==> config.mk <==
export PLATFORM = sky130hd
export DESIGN_NAME = inst_rom
export DESIGN_NICKNAME = d
export VERILOG_FILES = /design/src/rtl/inst_rom.sv
export SDC_FILE = /design/constraint.sdc
export NUM_CORES = 2
export LEC_CHECK = 0
export BUFFER_PORTS_ARGS = -buffer_cell sky130_fd_sc_hd__buf_2
export CAP_MARGIN = 20
export CORE_ASPECT_RATIO = 1.1
export CORE_MARGIN = 2
export CORE_UTILIZATION = 50
export DETAILED_ROUTE_END_ITERATION = 10
export GPL_TIMING_DRIVEN = 0
export PLACE_DENSITY = 0.65
export SLEW_MARGIN = 30
export SYNTH_ARGS = -nofsm -noshare
export SYNTH_HDL_FRONTEND = slang
export SYNTH_SLANG_ARGS = --single-unit
export TNS_END_PERCENT = 10
==> constraint.sdc <==
create_clock -name clk -period 9.3 [get_ports clk]
set_input_delay 0.465 -clock clk [delete_from_list [all_inputs] [get_ports clk]]
set_output_delay 0.465 -clock clk [all_outputs]
set_load 0.1 [all_outputs]
==> src/rtl/inst_rom.sv <==
// Fetch-side instruction memory with a streaming load port.
// Fetches are served only after a complete program load.
module inst_rom #(
    parameter int ADDR_WIDTH = 6,
    parameter int DATA_WIDTH = 32
) (
    input  logic                  clk,
    input  logic                  rst,
    input  logic                  ce,
    input  logic [ADDR_WIDTH-1:0] pc,
    output logic [DATA_WIDTH-1:0] inst,
    output logic                  inst_valid,
    input  logic                  ld_start,
    input  logic                  ld_valid,
    input  logic [DATA_WIDTH-1:0] ld_data,
    input  logic                  ld_last,
    output logic                  ld_ready,
    output logic                  loaded
);

    localparam int DEPTH = 2 ** ADDR_WIDTH;
    localparam logic [ADDR_WIDTH:0] LAST_W = (ADDR_WIDTH + 1)'(DEPTH - 1);
    localparam logic [ADDR_WIDTH:0] ONE_W  = (ADDR_WIDTH + 1)'(1);

    typedef enum logic [1:0] {
        IDLE,
        LOAD,
        RUN
    } state_t;

    state_t                state_q, state_d;
    logic [ADDR_WIDTH:0]   wptr_q, wptr_d;
    logic [DATA_WIDTH-1:0] inst_q, inst_d;
    logic                  valid_q, valid_d;
    logic                  we;
    logic                  beat;

    logic [DATA_WIDTH-1:0] mem_q [DEPTH];

    // ld_start outranks a coincident beat and a coincident fetch
    always_comb begin
        state_d = state_q;
        wptr_d  = wptr_q;
        we      = 1'b0;
        inst_d  = '0;
        valid_d = 1'b0;
        beat    = ld_valid && (state_q == LOAD) && !ld_start;

        if (ld_start) begin
            state_d = LOAD;
            wptr_d  = '0;
        end else if (beat) begin
            we     = 1'b1;
            wptr_d = wptr_q + ONE_W;
            if (ld_last || (wptr_q == LAST_W)) begin
                state_d = RUN;
            end
        end

        if ((state_q == RUN) && ce && !ld_start) begin
            inst_d  = mem_q[pc];
            valid_d = 1'b1;
        end
    end

    always_ff @(posedge clk or posedge rst) begin
        if (rst) begin
            state_q <= IDLE;
            wptr_q  <= '0;
            inst_q  <= '0;
            valid_q <= 1'b0;
        end else begin
            state_q <= state_d;
            wptr_q  <= wptr_d;
            inst_q  <= inst_d;
            valid_q <= valid_d;
        end
    end

    // Storage is deliberately not reset
    always_ff @(posedge clk) begin
        if (we) begin
            mem_q[wptr_q[ADDR_WIDTH-1:0]] <= ld_data;
        end
    end

    assign inst       = inst_q;
    assign inst_valid = valid_q;
    assign ld_ready   = (state_q == LOAD);
    assign loaded     = (state_q == RUN);

endmodule

# --- Word level (Yosys, flattened, before mapping) ---
# Memories as Yosys holds them, arrays and structs flattened.
# Cells that the tools add are included.
op_classes:
  n_addsub: 1
  n_eq_ne: 3
  n_mux: 11
  reduce_logical: 9
ops:
  columns: ["cell", "count"]
  rows:
  - ["$mux 32", 1]
  - ["$mux 7", 2]
  - ["$add 7x1->7 const B", 1]
  - ["$eq 7x6->1 const B", 1]
  - ["$mux 2", 3]
  - ["$mux 1", 5]
  - ["$logic_and 1x1->1", 4]
  - ["$reduce_bool 2->1", 2]
  - ["$eq 2x1->1 const B", 1]
  - ["$eq 2x2->1 const B", 1]
  - ["$reduce_and 2->1", 1]
  - ["$logic_not 1->1", 1]
  - ["$logic_or 1x1->1", 1]
totals:
  regBits: 42
  ramBits: 2048
  in_bits: 44
  output_inout_bits: 35
  wordCells: 29
  memories: 1
mem_list:
  columns: ["memory", "words", "word_bits", "read_ports", "rd_clocked_by_memory_dff", "write_ports", "line_no", "source"]
  rows:
  - ["mem_q", 64, 32, 1, 0, 1, "38", "logic [DATA_WIDTH-1:0] mem_q [DEPTH];"]

# --- Depth between registers and ports, before layout ---
logic_depth:
  word_depth: 7
  ltp_mapped: 10
  ltp_nobuf: 7

# --- Worst setup path before layout ---
# Ideal clock, no wire load.
synth_timing:
  kind: "register to register"
  start: "register state_q[0]"
  end: "memory mem_q[63][0], enable pin"
  setup_ns: 0.421
  arrival_ns: 4.154
  required_ns: 8.879
  setup_slack_ns: 4.725
  stages_incl_launch_ff: 6
  path_buffers: 0
  period_less_slack_ns: 4.575
  cell_sequence: "dfrtp_1 > nor2b_1 > nand2_1 > nor3b_1 > nand3_1 > nor2_1"
synth_via:
  elab_chain_cells: 7
synth_lines:
  columns: ["item", "line_no", "source"]
  rows:
  - ["start, declared", "31", "state_t state_q, state_d;"]
  - ["start signal, assigned", "73", "state_q <= state_d;"]
  - ["$eq 2x1->1", null, null]
  - ["via ld_ready", "17", "output logic ld_ready,"]
  - ["$logic_and 1x1->1 (2 in a row)", "47", "beat = ld_valid && (state_q == LOAD) && !ld_start;"]
  - ["$mux 1", "52", "end else if (beat) begin"]
  - ["$mux 1", "49", "if (ld_start) begin"]
  - ["$mux 1", "82", "if (we) begin"]
  - ["$mux 1 (not written as such)", "83", "mem_q[wptr_q[ADDR_WIDTH-1:0]] <= ld_data;"]
  - ["end, declared", "38", null]
# The timed path passes the listed nets, and every way through them passes these cells.

# --- Worst setup path after layout ---
layout_timing:
  start: "register state_q[0]"
  end: "register inst_q[0], in the netlist inst[0]"
layout_via:
  elab_chain_cells: 4
layout_lines:
  columns: ["item", "line_no", "source"]
  rows:
  - ["$eq 2x2->1", "60", "if ((state_q == RUN) && ce && !ld_start) begin"]
  - ["$logic_and 1x1->1 (2 in a row)", "60", null]
  - ["$mux 32", "60", null]
  - ["via inst_d[0]", "33", "logic [DATA_WIDTH-1:0] inst_q, inst_d;"]
  - ["end signal, assigned", "75", "inst_q <= inst_d;"]
  - ["end, declared", "33", null]
# The timed path passes the listed nets, and every way through them passes these cells.
# A chain may end at the register's enable or synchronous reset.

==> metrics <==
sequential share of the synthesized area=78.3%; Crit-path slowest cell=nor2_2; Synth Cell Area=0.0799 mm^2; Unique masters post-synth=50; Starting Density=50.4%; outcome=finished, final reports clean; CP max stage delay=1.03 ns; crit path cell chain=nor2_1, nand3_1, clkinv_1, nand2_1, nor2_2, a22oi_1, o21ai_1; most common cell after layout, fill and taps aside=edfxtp_1; PortBufs=75; Clk pin slew, worst setup/hold paths=0.06 ns; Max Transition Viols Final=0; Post-synth EDFFs=2048; vias per cell=6.96; routed via count=42700; Slew HR=23.6%; worst min path class=in2async; CP Launch Type=register; Top delay family on crit path=simple AND/OR/NAND/NOR gates; Register Area=0.0626 mm^2; cells after synthesis=3399; Seq pwr share=53.2%; Die W=385 um; CP Capture Type=register; Critical Path RT=9.96 ns; Root Driver=clkbuf_16; Final period util=46.2%; Fillers=10800; GRT overflow=0; worst-case clock buffer depth=3; final antenna-violating net count=0; worst path arrival time=4.96 ns; max cap viols=0; Worst Tran Pin Value=1.11 ns; CTS tree=done; Syn Nets=3444; gr usage total=33.9%; share of cells above drive strength 1=33.7%; drt first pass iters=8; Placeable Area=0.158 mm^2; Rows=153; VDD IR max=184 uV; first-pass GRT wire length=362 mm; pwr dens=206 mW/mm^2; Initial DRC Count=7781; Cell Area, Placed=0.0881 mm^2; die area=0.163 mm^2; Avg WL per Cell=44.5 um; nets=3906; Seq cells post-synth=2090; Comb pwr share=5.3%; post-DP HPWL=183 mm; ys async rst share=2.01%; Avg Synthesized Cell Area=23.5 um^2; unrepaired setup endpoints after global routing=false; clock latency on the worst-skew pair=0.87 ns; multi-input logic area=0.0168 mm^2; PostCTS Resize Cnt=0; critical path type=reg2reg; vias in the first global route=40900; Post-Place Worst Slack=4.68 ns; Switch Pwr=0.00429 W; final count of negative-setup-slack endpoints=0; Hold Fails Final Rpt=0; Max FO, Critical Path=10; die height=423 um; Critical path buffers and inverters=1; Cell Int Power=0.0152 W; min cycle time layout=4.30 ns; DRC errors left=0; Design Area, Final=0.0946 mm^2; final worst slack=5.00 ns; TritonCTS Buffers=199; commonest cells after routing, fill and taps aside=2048 x edfxtp_1, 546 x mux4_2, 201 x clkbuf_16; routability cong.=0.901; initial antenna violation count=13; Max Fclk=0.233 GHz; Ports=79; CTS H-tree lvls=4; Fin Setup TNS=0 ns; total wire length=273 mm; CTS Sinks=2090; Final Skew=0.0341 ns; overall power=0.0195 W; yosys warns=0; sw frac=22.0%; Area Growth Syn to Fin=18.5%; Post-synth top flop=edfxtp_1; Leak Pwr=30.2 nW; FF-to-FF setup slack=5.00 ns; Clk network pwr share=41.5%; largest net degree at the start of global routing=65
-- metrics by stage --
step	utilization, %	hold slack (ns)	instances
2_1_floorplan	-	0.488	3399
3_3_place_gp	52.3	0.501	5566
3_5_place_dp	55.7	0.497	5749
4_1_cts	59.8	0.0856	6126
5_1_grt	59.8	0.126	6128
6_report	59.8	0.140	6131
-- path summary, 6_finish.rpt --
path | cells past startpoint | end | startpoint
worst max register to register | 7 | inst[0]$_DFF_PP0_ | state_q[0]$_DFFE_PP0P_
worst max-delay path | 7 | inst[0]$_DFF_PP0_ | state_q[0]$_DFFE_PP0P_
worst min-delay path | 3 | inst[6]$_DFF_PP0_ | rst
min in group clk | 3 | wptr_q[0]$_DFFE_PP0P_ | ld_start
max in group asynchronous | 4 | inst[3]$_DFF_PP0_ | rst
worst min register to register | 1 | state_q[0]$_DFFE_PP0P_ | state_q[0]$_DFFE_PP0P_
-- final cells by class --
cell class              count  area share [%]
clock buffers             265            5.73
repair buffers            261            5.48
clock inverters           109            1.08
multi-input cells        1127            17.7
inverters                   5          0.0225
flip-flops and latches   2090            66.1
well taps                2092            2.77
plain buffers             177            1.11
diodes                      5          0.0132
-- cells in the mapped netlist (4+ instances only) --
| library cell | instances | area share (%) |
|---|---|---|
| clkbuf_1 | 38 | 0.18 |
| nand2b_1 | 8 | 0.063 |
| buf_6 | 13 | 0.18 |
| mux2_2 | 39 | 0.55 |
| o21ai_0 | 14 | 0.088 |
| o221ai_1 | 4 | 0.044 |
| nand2_1 | 73 | 0.34 |
| edfxtp_1 | 2048 | 77 |
| a2111oi_0 | 9 | 0.099 |
| a31oi_1 | 16 | 0.13 |
| o21ai_1 | 6 | 0.038 |
| buf_2 | 64 | 0.40 |
| nor2b_1 | 9 | 0.071 |
| a221oi_1 | 7 | 0.077 |
| mux4_2 | 546 | 15 |
| a211oi_1 | 7 | 0.066 |
| buf_1 | 17 | 0.080 |
| buf_4 | 45 | 0.42 |
| mux2i_1 | 133 | 1.7 |
| nor3_1 | 19 | 0.12 |
| a22oi_1 | 17 | 0.16 |
| nand4_1 | 5 | 0.039 |
| o211ai_1 | 20 | 0.19 |
| nor2_1 | 103 | 0.48 |
| a21oi_1 | 20 | 0.13 |
| o22ai_1 | 26 | 0.20 |
| dfrtp_1 | 42 | 1.3 |
| nand3_1 | 8 | 0.050 |
-- sequential cells by signal, summed over array words and instances, names as in the netlist --
signal / count
mem_q: 2048
inst: 32
wptr_q: 7
state_q: 2
inst_valid: 1
-- logic make-up after synthesis --
kind of cell	share of synthesized area, %
DFF	78.3
muxes	17.6
and+or+nand+nor	1.32
buffers and inverters	1.29
AOI/OAI and AO/OA	1.37
xor gates and xnor gates	0.0549
adders and majority gates	0.0157
-- worst reg2reg max path, cell delays in order, from the launching register on --
cell	delay, ns
dfrtp_1	0.41
nor2_1	0.10
nand3_1	0.56
clkinv_1	0.46
nand2_1	0.64
nor2_2	1.04
a22oi_1	0.35
o21ai_1	0.54
-- repair_timing --
| action | 4_1_cts | 5_1_grt |
|---|---|---|
| hold buffers | 3 | 0 |
| hold endpoints to repair | 45 | 0 |
| setup buffers | 0 | 0 |
-- power groups by stage --
| stage | sequential [W] | clock, W | combinational (W) |
|---|---|---|---|
| final | 0.0104 | 0.00809 | 0.00103 |
| after global routing | 0.0104 | 0.00846 | 0.00104 |
| after CTS | 0.0104 | 0.00810 | 0.00101 |
| after detailed placement | 0.0106 | 0 | 0.00100 |
| after global placement | 0.0106 | 0 | 0.000962 |
| after floorplan | 0.0106 | 0 | 0.000485 |
-- metal layers --
layer / global-route usage (%) / up-vias / wire length [um]
met3: 8.76 / 872 / 37400
li1: - / 15500 / -
met1: 45.1 / 22500 / 90900
met2: 51.4 / 3843 / 125000
met5: 0 / - / 83
met4: 19.3 / 12 / 19500
Power figures use the tool's default switching activity.
